===== src/rtl/bus_sync_ctrl_pkg.sv =====
// Shared types and constants for the toggle-handshake bus synchronizer.
package bus_sync_pkg;

    localparam int BUS_WIDTH_DEFAULT = 8;

    typedef enum logic [1:0] {
        IDLE    = 2'b00,
        CAPTURE = 2'b01,
        HOLD    = 2'b10
    } state_t;

endpackage


===== src/rtl/bus_sync_ctrl_df_sync.sv =====
// Two-flop synchronizer for single-bit or otherwise safe-to-cross signals.
module DF_Sync #(
    parameter int DATA_SIZE = 1
) (
    input  logic                 sync_clk,
    input  logic                 sync_rstn,
    input  logic [DATA_SIZE-1:0] unsync_bus,
    output logic [DATA_SIZE-1:0] sync_bus
);

    logic [DATA_SIZE-1:0] stage1;

    // Two back-to-back flops give the first stage a full cycle to resolve metastability.
    always_ff @(posedge sync_clk or negedge sync_rstn) begin
        if (!sync_rstn) begin
            stage1   <= '0;
            sync_bus <= '0;
        end else begin
            stage1   <= unsync_bus;
            sync_bus <= stage1;
        end
    end

endmodule


===== src/rtl/bus_sync_ctrl.sv =====
// Receive side of a toggle req/ack bus crossing: detects the request toggle,
// captures the stable source bus, offers it downstream via valid/ready and
// returns an ack toggle to the source.
module bus_sync_ctrl
    import bus_sync_pkg::*;
#(
    parameter int BUS_WIDTH = BUS_WIDTH_DEFAULT
) (
    input  logic                 sync_clk,
    input  logic                 sync_rstn,
    input  logic [BUS_WIDTH-1:0] unsync_bus,
    input  logic                 unsync_req,
    input  logic                 sync_ready,
    output logic [BUS_WIDTH-1:0] sync_bus,
    output logic                 sync_valid,
    output logic                 sync_ack,
    output logic                 busy,
    output logic                 proto_err
);

    state_t state;
    state_t state_next;
    logic   req_s;
    logic   req_d;
    logic   req_edge;
    logic   capture_en;
    logic   complete_en;
    logic   lost_req;

    DF_Sync #(
        .DATA_SIZE (1)
    ) u_req_sync (
        .sync_clk   (sync_clk),
        .sync_rstn  (sync_rstn),
        .unsync_bus (unsync_req),
        .sync_bus   (req_s)
    );

    assign req_edge = req_s ^ req_d;
    assign lost_req = req_edge && (state != IDLE);

    // Delayed copy of the synchronized request, used only for toggle detection.
    always_ff @(posedge sync_clk or negedge sync_rstn) begin
        if (!sync_rstn) begin
            req_d <= 1'b0;
        end else begin
            req_d <= req_s;
        end
    end

    // State register.
    always_ff @(posedge sync_clk or negedge sync_rstn) begin
        if (!sync_rstn) begin
            state <= IDLE;
        end else begin
            state <= state_next;
        end
    end

    // Next-state decode plus one-cycle strobes for capture and completion.
    always_comb begin
        state_next  = state;
        capture_en  = 1'b0;
        complete_en = 1'b0;
        unique case (state)
            IDLE: begin
                if (req_edge) begin
                    state_next = CAPTURE;
                end
            end
            CAPTURE: begin
                capture_en = 1'b1;
                state_next = HOLD;
            end
            HOLD: begin
                if (sync_valid && sync_ready) begin
                    complete_en = 1'b1;
                    state_next  = IDLE;
                end
            end
            default: begin
                state_next = IDLE;
            end
        endcase
    end

    // Captured data persists between transfers; only reset clears it.
    always_ff @(posedge sync_clk or negedge sync_rstn) begin
        if (!sync_rstn) begin
            sync_bus <= '0;
        end else if (capture_en) begin
            sync_bus <= unsync_bus;
        end
    end

    // Valid rises on capture and drops on the accepting handshake; ack toggles at the same moment.
    always_ff @(posedge sync_clk or negedge sync_rstn) begin
        if (!sync_rstn) begin
            sync_valid <= 1'b0;
            sync_ack   <= 1'b0;
        end else if (capture_en) begin
            sync_valid <= 1'b1;
        end else if (complete_en) begin
            sync_valid <= 1'b0;
            sync_ack   <= ~sync_ack;
        end
    end

    // Busy is its own flop tracking state != IDLE so it never glitches on state-bit changes.
    always_ff @(posedge sync_clk or negedge sync_rstn) begin
        if (!sync_rstn) begin
            busy <= 1'b0;
        end else begin
            busy <= (state_next != IDLE);
        end
    end

    // Sticky flag for a request toggle that arrived while a transfer was in progress.
    always_ff @(posedge sync_clk or negedge sync_rstn) begin
        if (!sync_rstn) begin
            proto_err <= 1'b0;
        end else if (lost_req) begin
            proto_err <= 1'b1;
        end
    end

endmodule

===== config.mk =====
export PLATFORM = sky130hd
export DESIGN_NAME = bus_sync_ctrl
export DESIGN_NICKNAME = d
export VERILOG_FILES = /design/src/rtl/bus_sync_ctrl_pkg.sv /design/src/rtl/bus_sync_ctrl_df_sync.sv /design/src/rtl/bus_sync_ctrl.sv
export SDC_FILE = /design/constraint.sdc
export NUM_CORES = 1
export LEC_CHECK = 0
export ABC_AREA = 1
export BUFFER_PORTS_ARGS = -buffer_cell sky130_fd_sc_hd__buf_2
export CORE_MARGIN = 1.5
export CORE_UTILIZATION = 40
export DETAILED_ROUTE_END_ITERATION = 12
export GPL_ROUTABILITY_DRIVEN = 0
export GPL_TIMING_DRIVEN = 0
export PLACE_DENSITY = 0.76
export SLEW_MARGIN = 40
export SYNTH_ARGS = -nofsm -noshare
export SYNTH_HDL_FRONTEND = slang
export SYNTH_SLANG_ARGS = --single-unit

===== constraint.sdc =====
create_clock -name sync_clk -period 0.84 [get_ports sync_clk]
set_input_delay 0.084 -clock sync_clk [delete_from_list [all_inputs] [get_ports sync_clk]]
set_output_delay 0.084 -clock sync_clk [all_outputs]
set_load 0.01 [all_outputs]

# After elaboration in Yosys (flattened, before gate mapping)

Index checks and enable logic that the tools add are counted.

Divide/modulo/power cells: 0
Magnitude comparators: 0
Muxes and demuxes: 8
Add/sub/neg operators: 0
Multiply operators: 0
Reductions and logical operators: 7
Eq/ne operators: 2
Bitwise operators: 3
Shift operators: 0

Operators by type and width:

| operator                                                               | number |
|---|---|
| 2-bit case mux with 3 select lines                                     | 1 |
| 2-bit nonzero test                                                     | 3 |
| 1-bit 2-to-1 mux                                                       | 5 |
| 2-bit 2-to-1 mux                                                       | 2 |
| 2-bit by 1-bit equality test with 1-bit output (second input constant) | 1 |
| 2-bit equality test (second input constant)                            | 1 |
| 1-bit logical AND                                                      | 2 |
| 2-bit zero test                                                        | 1 |
| 1-bit NOT                                                              | 2 |
| 2-bit AND reduction                                                    | 1 |
| 1-bit bitwise XOR                                                      | 1 |

Bits in writable memories: 0
Memories: 0
Memory bits (read-only): 0
Logic and storage cells: 29
Flip-flop bits (word level): 17
Bits in latches: 0
Bits of input ports: 12

# Longest topological paths before layout

Gate-level depths: netlist of run 1.

Depth after elaboration: 5
Depth in mapped cells: 5

# Cells and area by module

From an unflattened synthesis of run 1, not the netlist that was laid out.

Cells, all modules: 68
Area total of the unflattened synthesis: 659.4 um2

Modules (own cells, without submodules):

| module        | times used | area each (um2) | cells an instance |
|---|---|---|---|
| bus_sync_ctrl | 1          | 609.3           | 66 |
| DF_Sync       | 1          | 50.0            | 2 |

# Worst setup path before layout of run 1

No wires, ideal clock.

Path kind: flip-flop to flip-flop
From: register state[0]
To: register sync_valid
Arrival: 0.794 ns
Period minus slack after synthesis: 0.911 ns
Stages on the path, launching flop included: 6
Path slack: -0.071 ns
Cell sequence: dfrtp_1 > buf_6 > nor2_4 > nand2_2 > nand2_1 > nand2_1

Word-level cells in the longest chain between the ends: 3
Elaborated cells on any way between the ends: 6

Ends and longest elaborated chain:

| what                                                                                         | line                 | source |
|---|---|---|
| start, declared                                                                              | bus_sync_ctrl.sv:21  | `state_t state;` |
| start signal, assigned                                                                       | bus_sync_ctrl.sv:56  | `state <= state_next;` |
| 2-bit by 1-bit equality test with 1-bit output / 2-bit equality test (equally long branches) | bus_sync_ctrl.sv:65  | `unique case (state)` |
| 1-bit 2-to-1 mux                                                                             | bus_sync_ctrl.sv:65  |  |
| 1-bit 2-to-1 mux / 2-bit nonzero test (equally long branches)                                | n/a                  |  |
| end signal, assigned                                                                         | bus_sync_ctrl.sv:99  | `sync_valid <= 1'b0;` |
| end signal, assigned                                                                         | bus_sync_ctrl.sv:102 | `sync_valid <= 1'b1;` |
| end signal, assigned                                                                         | bus_sync_ctrl.sv:104 | `sync_valid <= 1'b0;` |
| end, declared                                                                                | bus_sync_ctrl.sv:15  | `output logic sync_valid,` |

Several ways; a longest one is shown, not always the timed one.
A chain may end at the register's enable or synchronous reset.

# Final worst setup path of run 1

From: register state[0]
To: register busy

Word-level cells in the longest chain between the ends: 3
Elaborated cells on any way between the ends: 7

Ends and longest elaborated chain:

| what                                              | line                 | source |
|---|---|---|
| 2-bit equality test, or another cell as far along | bus_sync_ctrl.sv:65  |  |
| 2-bit case mux with 3 select lines (*)            | bus_sync_ctrl.sv:65  |  |
| 2-bit nonzero test (*)                            | bus_sync_ctrl.sv:114 | `busy <= (state_next != IDLE);` |
| end signal, assigned                              | bus_sync_ctrl.sv:114 |  |
| end, declared                                     | bus_sync_ctrl.sv:17  | `output logic busy,` |

Every way passes the cells marked *; elsewhere a longest branch is shown, timed or not.

==> impl_results.md, run 1 <==
* Critical Path Start: state[0]
* Reg2reg end: busy
* Hold Path End: sync_bus[4]
* IO buf count at 23
* Total Routing Usage GR at 0.145
* First-pass GRT wire length at 2120 µm
* Min Clock Period, post-route at roughly 950 ps
* Nets@finish at 126
* Min Hold Slack at 15.2 ps
* DRT iter0 DRCs at 8
* Cell variety after synth at 12
* F_max at 1050 MHz
* Share of layout cells above drive strength 1 at 0.575
* Cells on Worst Hold Path at 3
* Starting Density at 0.419
* CTS tree: built
* Slew @ Worst Pin at 378 ps
* Clk buf depth at 2
* Largest net degree at the start of global routing at 18
* Leak Pwr at 0.584 nW
* Via count at 590
* Critical hold path startpoint: unsync_bus[4]
* Final Hold Fails at 0
* Worst R2R Start: state[0]
* Crit path launch type: flip-flop
* Via-to-Cell Ratio at roughly 4.3
* Setup CP Type: reg2reg
* Commonest non-fill, non-tap cells in the layout: 21 x buf_2, 17 x dfrtp_1, 15 x nand2_2
* Area fraction of the dominant cell type after synthesis at 0.594
* CP required at 1020 ps
* Register bit total from synthesis at 17
* Post-Syn Instances at 68
* Avg Cell Area, Syn at 10.5 µm²
* Met1 wire length at 626 µm
* Storage cell area at approximately 430 µm²
* RSZ-0062 raised after global routing: true
* Largest area contributor in the netlist: dfrtp_1
* Area grow syn2layout at 47.9%
* Status: finished with violations
* Clock net sink count at 17
* Syn Nets at 80
* Grt total ovfl at 0
* DR WL/cell at 9.80 µm
* R2R cell count at 4
* Total CTS buffers at 3
* Top routing layer used: met4
* Hpwl dp at 825 µm
* Row count at 15
* Fin Clk Skew at 10.2 ps
* Commonest non-fill, non-tap cell in the layout: buf_2
* # diodes at 0
* H-tree Lvls at 1
* CP Max Fanout at 10
* WL met2 at 649 µm
* Yosys warns at 0
* Sequential area share after synthesis at 0.594
* Failing checks: setup timing
* Final setup vio count at 25
* DRC at 0
* WL final at ~1400 µm
* Number of fill cells at 133
* Die height at 45.3 µm
* Mapped cell area at slightly above 700 µm²
* Core ar. at 1710 µm²
* WL met3 at 66 µm
* Post-route setup slack at -109 ps
* Pins over their slew limit at 0
* Rel. slew slack at 0.748
* Worst min-delay path category: in2reg
* R2R setup slack at -110 ps
* Clk Tree Root Cell: clkbuf_4
* Die width at 45.3 µm
* Area of the die at ~2100 µm²
* Multi-input logic area at 240 µm²
* DRT antenna net count at 0
* Area contributors post-synth: dfrtp_1 59%, nand2_2 13%, nand3_1 7.7%
* CP arrival at 1130 ps
* Vias in the first global route at 494
* DR pass1 iterations at 4
* Pwr Density at 3480 nW/µm²
* Number of antenna violations at the first check in global routing at 0
* Final cell utilization of the core at 0.620
* IO Pins at 24
* Clock latency on the worst-skew pair at 290 ps
* Crit share post-route at 1.13
* Clock transition at path regs at ~100 ps
* VDD IR-drop max at 1.68 mV
* Worst setup EP type: flip-flop
* Number of max-cap violations at 0
-- power by group --
group          switching, mW  leakage [nW]  internal (mW)  total [mW]
sequential             0.183         0.202           1.12        1.31
combinational          0.893         0.367           1.06        1.95
clock                  0.239        0.0150          0.184       0.423
total                   1.31         0.584           2.37        3.68
-- per-layer routing --
metal,track usage,up-vias
met5,0,-
met4,0.0176,0
met3,0.0600,2
met2,0.226,17
met1,0.195,268
li1,-,303
-- registers in the layout, indices dropped and copies added, names as in the netlist --
register	flops
sync_ack	1
u_req_sync.stage1	1
busy	1
sync_valid	1
sync_bus	8
proto_err	1
req_d	1
state	2
u_req_sync.sync_bus	1
-- worst max-delay path by stage --
stage	to	slack [ps]
after floorplan	sync_bus[0]	-70
after detailed placement	sync_bus[5]	-130
after global placement	sync_bus[7]	-120
after CTS	busy	-120
final	busy	-110
after global routing	busy	-140
-- critical path, cell delays in order (launching register included) --
cell,delay (ps)
dfrtp_1,420
buf_4,150
nand2_4,70
buf_12,130
nand3_1,70
-- kinds of logic after synthesis --
group / count (synthesis) / synth area share
buf+inv: 9 / 0.0839
flops: 17 / 0.594
simple gates: 42 / 0.322
-- synth_stat cells --
library cell  instances
dfrtp_1              17
inv_1                 6
nand2_4               1
buf_12                1
nor2_4                1
inv_4                 1
nand3_1              11
buf_6                 1
nor2_2                1
nand2_1              12
nand2_2              15
nand3b_1              1
-- repair_timing --
action                     in CTS  in global routing
setup endpoints to repair      25                 26
hold endpoints to repair       18                  0
cloned                          1                  0
gates resized for setup         0                  6
hold buffers                    2                  0
buffers inserted               10                  5
pin swaps                       1                  2
-- per-stage QoR --
stage	cells	worst slack, ps	cell area, µm²	total power, mW	TNS [ps]
6_report	138	-109	1060	3.68	-1690
5_1_grt	138	-140	1060	3.96	-2770
4_1_cts	133	-119	988	3.43	-1870
3_5_place_dp	116	-127	862	2.66	-1290
3_3_place_gp	116	-116	862	2.64	-1120
2_1_floorplan	68	-66.5	716	2.25	-597
-- layout make-up --
cell class,instances,share of cell area
inverter,7,0.0272
clock buffer,4,0.0248
tap,25,0.0296
buffer,2,0.0296
multi-input combinational,42,0.227
timing repair buffer,41,0.260
sequential,17,0.402
Power figures use the tool's default switching activity.
==> inputs of run 2 (changes only) <==
--- a/config.mk
+++ b/config.mk
@@ -7,13 +7,15 @@
 export LEC_CHECK = 0
 export ABC_AREA = 1
 export BUFFER_PORTS_ARGS = -buffer_cell sky130_fd_sc_hd__buf_2
-export CORE_MARGIN = 1.5
+export CORE_MARGIN = 1
 export CORE_UTILIZATION = 40
 export DETAILED_ROUTE_END_ITERATION = 12
 export GPL_ROUTABILITY_DRIVEN = 0
 export GPL_TIMING_DRIVEN = 0
-export PLACE_DENSITY = 0.76
+export PLACE_DENSITY = 0.77
+export SKIP_CTS_REPAIR_TIMING = 1
 export SLEW_MARGIN = 40
 export SYNTH_ARGS = -nofsm -noshare
 export SYNTH_HDL_FRONTEND = slang
+export SYNTH_HIERARCHICAL = 1
 export SYNTH_SLANG_ARGS = --single-unit
==> run 2 against run 1 <==
Compared with the run above: the run still ends with setup timing left; critical endpoint is now sync_bus[0]; via count fell by 4.2%; routed wire length is 1.6% higher; area after synthesis fell by 7.9%; non-clock buffer count shrank 8; combinational power fell by 23%; die area down 12%; clock skew is 8.8 ps lower; register-to-register slack worse by 20 ps; clock-buffer cell count is the same.
==> impl_results.md, run 2 <==
* Slew @ Worst Pin at 377 ps (-0.706 ps)
* IO Pins at 24 (unchanged)
* Commonest non-fill, non-tap cells in the layout: 25 x nand2_1, 23 x buf_2, 17 x dfrtp_1
* R2R cell count at 5 (+1)
* CP required at 1020 ps (about the same)
* IO buf count at 23 (unchanged)
* Post-synth ARST share at 1.00 (unchanged)
* R2R setup slack at -130 ps (-20 ps)
* Area grow syn2layout at 42.9%
* Top reg by flops: sync_bus
* Post-Place Worst Slack at -151 ps (-24.7 ps)
* Final cell utilization of the core at 0.618 (-0.00155)
* CTS tree: built
* Syn Nets at 80 (unchanged)
* Die width at 42.6 µm (-6.0%)
* Clock latency on the worst-skew pair at 280 ps (about the same)
* Total Routing Usage GR at 0.144 (-0.00148)
* XOR/XNOR Fraction of Synth Area at 0 (unchanged)
* Crit share post-route at 1.15 (+0.0221)
* Largest regs: sync_bus (8), state (2)
* Synth Area in Simple Gates at 0.281 (-0.0408)
* Via count at 565 (-4.2%)
* Placed inst area at 795 µm² (-7.8%)
* Sequential area share after synthesis at 0.645 (+0.0508)
* Avg Cell Area, Syn at 9.70 µm² (-7.9%)
* Starting Density at 0.433 (+0.0136)
* Die height at 42.6 µm (-6.0%)
* Ys flop type: dfrtp_1
* Number of synthesized flops with an enable pin at 0 (unchanged)
* Rel. slew slack at 0.749 (about the same)
* Most frequent cells after synthesis: 27 x nand2_1, 17 x dfrtp_1, 11 x nand3_1, 6 x inv_1, 2 x buf_6
* Leak Pwr at 0.537 nW (-8.0%)
* CP arrival at 1150 ps (+20 ps)
* Reg2reg end: sync_bus[0]
* Number of antenna violations at the first check in global routing at 0 (unchanged)
* Sw frac at 0.370 (+0.0128)
* Post-synthesis mux area share at 0 (unchanged)
* # diodes at 0 (unchanged)
* Area of the die at 1810 µm² (-12%)
* Logic pwr share at 0.466 (-0.064)
* VDD IR-drop max at 1.57 mV (-6.4%)
* Internal power at 2.04 mW (-14%)
* Critical hold path startpoint: unsync_bus[4]
* Nets@finish at 118 (-6.3%)
* Switch Pwr at 1.19 mW (-9.1%)
* Setup CP Type: reg2reg
* CP Max Fanout at 5 (-5)
* Setup TNS at -1890 ps (-200 ps)
* Cell variety after synth at 10 (-2)
* Clock transition at path regs at 90 ps (about the same)
* Hpwl dp at 784 µm (-5.1%)
* Clk buf depth at 2 (unchanged)
* Min Hold Slack at 32.1 ps (+16.9 ps)
* H-tree Lvls at 1 (unchanged)
* Crit path launch type: flip-flop
* Post-route setup slack at -127 ps (-18.6 ps)
* First-pass GRT wire length at 1840 µm (-13%)
* Cell count after placement at 107 (-7.8%)
* Final setup vio count at 25 (unchanged)
* Fin Clk Skew at 1.38 ps (-8.79 ps)
* Register bit total from synthesis at 17 (unchanged)
* Synth Area in Compound Gates at 0 (unchanged)
* Post-Syn Instances at 68 (unchanged)
* Final Cell Area at 942 µm² (-11%)
* Flop pwr share at 0.404 (+0.049)
* Clk Tree Root Cell: clkbuf_4
* Total CTS buffers at 3 (unchanged)
* DRC at 0 (unchanged)
* Largest area contributor in the netlist: dfrtp_1
* Hold Path End: sync_bus[4]
* Most frequent cell after synthesis: nand2_1
* RSZ-0062 raised after global routing: true
* DR pass1 iterations at 4 (unchanged)
* Worst setup EP type: flip-flop
* DRT antenna net count at 0 (unchanged)
* Largest net degree at the start of global routing at 18 (unchanged)
* Clock power share at 0.131 (+0.016)
* Pwr Density at 3430 nW/µm² (-1.5%)
* Pins over their slew limit at 0 (unchanged)
* Worst min-delay path category: in2reg
* Share of layout cells above drive strength 1 at 0.419 (-0.156)
* Overall power at 3.23 mW (-12%)
* DR WL/cell at 11.4 µm (+16%)
* Status: finished with violations
* Main combinational cell family by area after synthesis: simple AND/OR/NAND/NOR gates
* F_max at 1030 MHz (-1.9%)
* Row count at 14 (-1)
* Number of max-cap violations at 0 (unchanged)
* Failing checks: setup timing
* Via-to-Cell Ratio at 4.67 (+9.2%)
* Number of flip-flops in the largest register at 8 (unchanged)
* Synth Area in Adders at 0 (unchanged)
* Grt total ovfl at 0 (unchanged)
* Min Clock Period, post-route at 967 ps (+18.6 ps)
* Area fraction of the dominant cell type after synthesis at 0.645 (+0.0508)
* Non-filler cells, final at 121 (-12%)
* Worst R2R Start: state[1]
* Mapped cell area at 659 µm² (-7.9%)
* Clock net sink count at 17 (unchanged)
* Commonest non-fill, non-tap cell in the layout: nand2_1
* Number of fill cells at 129 (-3.0%)
* Cells on Worst Hold Path at 3 (unchanged)
* Core ar. at 1520 µm² (-11%)
* WL final at 1370 µm (+1.6%)
* Final Hold Fails at 0 (unchanged)
* Area contributors post-synth: dfrtp_1 65%, nand2_1 15%, nand3_1 8.3%
* DRT iter0 DRCs at 6 (-2)
* Vias in the first global route at 430 (-13%)
* Yosys warns at 6 (+6)
## run 2: worst max path at each step
stage / slack (ps) / start / to
final: -130 / state[1] / sync_bus[0]
after global routing: -170 / state[0] / proto_err
after CTS: -170 / state[1] / sync_bus[0]
after detailed placement: -150 / state[1] / sync_bus[0]
after global placement: -140 / state[1] / sync_bus[6]
after floorplan: -70 / state[1] / sync_bus[0]
## run 2: final cells by class
class                   instances  area (µm²)  share of cell area
repair buffers                 33         211               0.224
inverters                       7        28.8              0.0305
well taps                      16        20.0              0.0212
multi-input cells              42         208               0.220
plain buffers                   2        22.5              0.0239
clock buffers                   4        26.3              0.0279
flip-flops and latches         17         425               0.452
## run 2: metal layers
metal  up-vias  share of wire  GRT usage
li1        286              -          -
met1       265           0.43      0.195
met2        12           0.52      0.200
met3         2          0.035     0.0259
met4         0          0.015      0.113
met5         -              0          0
## run 2: critical path: stages (launching register included)
cell,delay [ps]
dfrtp_1,440
inv_4,130
nand2_4,70
buf_6,130
nand2_1,60
nand2_1,50
## run 2: kinds of logic after synthesis
group / Yosys count
buffers and inverters: 9
flip-flops: 17
AND/OR/NAND/NOR: 42
## run 2: power groups by stage
stage | logic (mW) | clock network, mW | registers, mW
floorplan | 0.587 | 0 | 1.42
detailed placement | 1.13 | 0 | 1.28
global placement | 1.10 | 0 | 1.28
global route | 1.65 | 0.490 | 1.33
CTS | 1.13 | 0.440 | 1.27
finish | 1.50 | 0.423 | 1.30
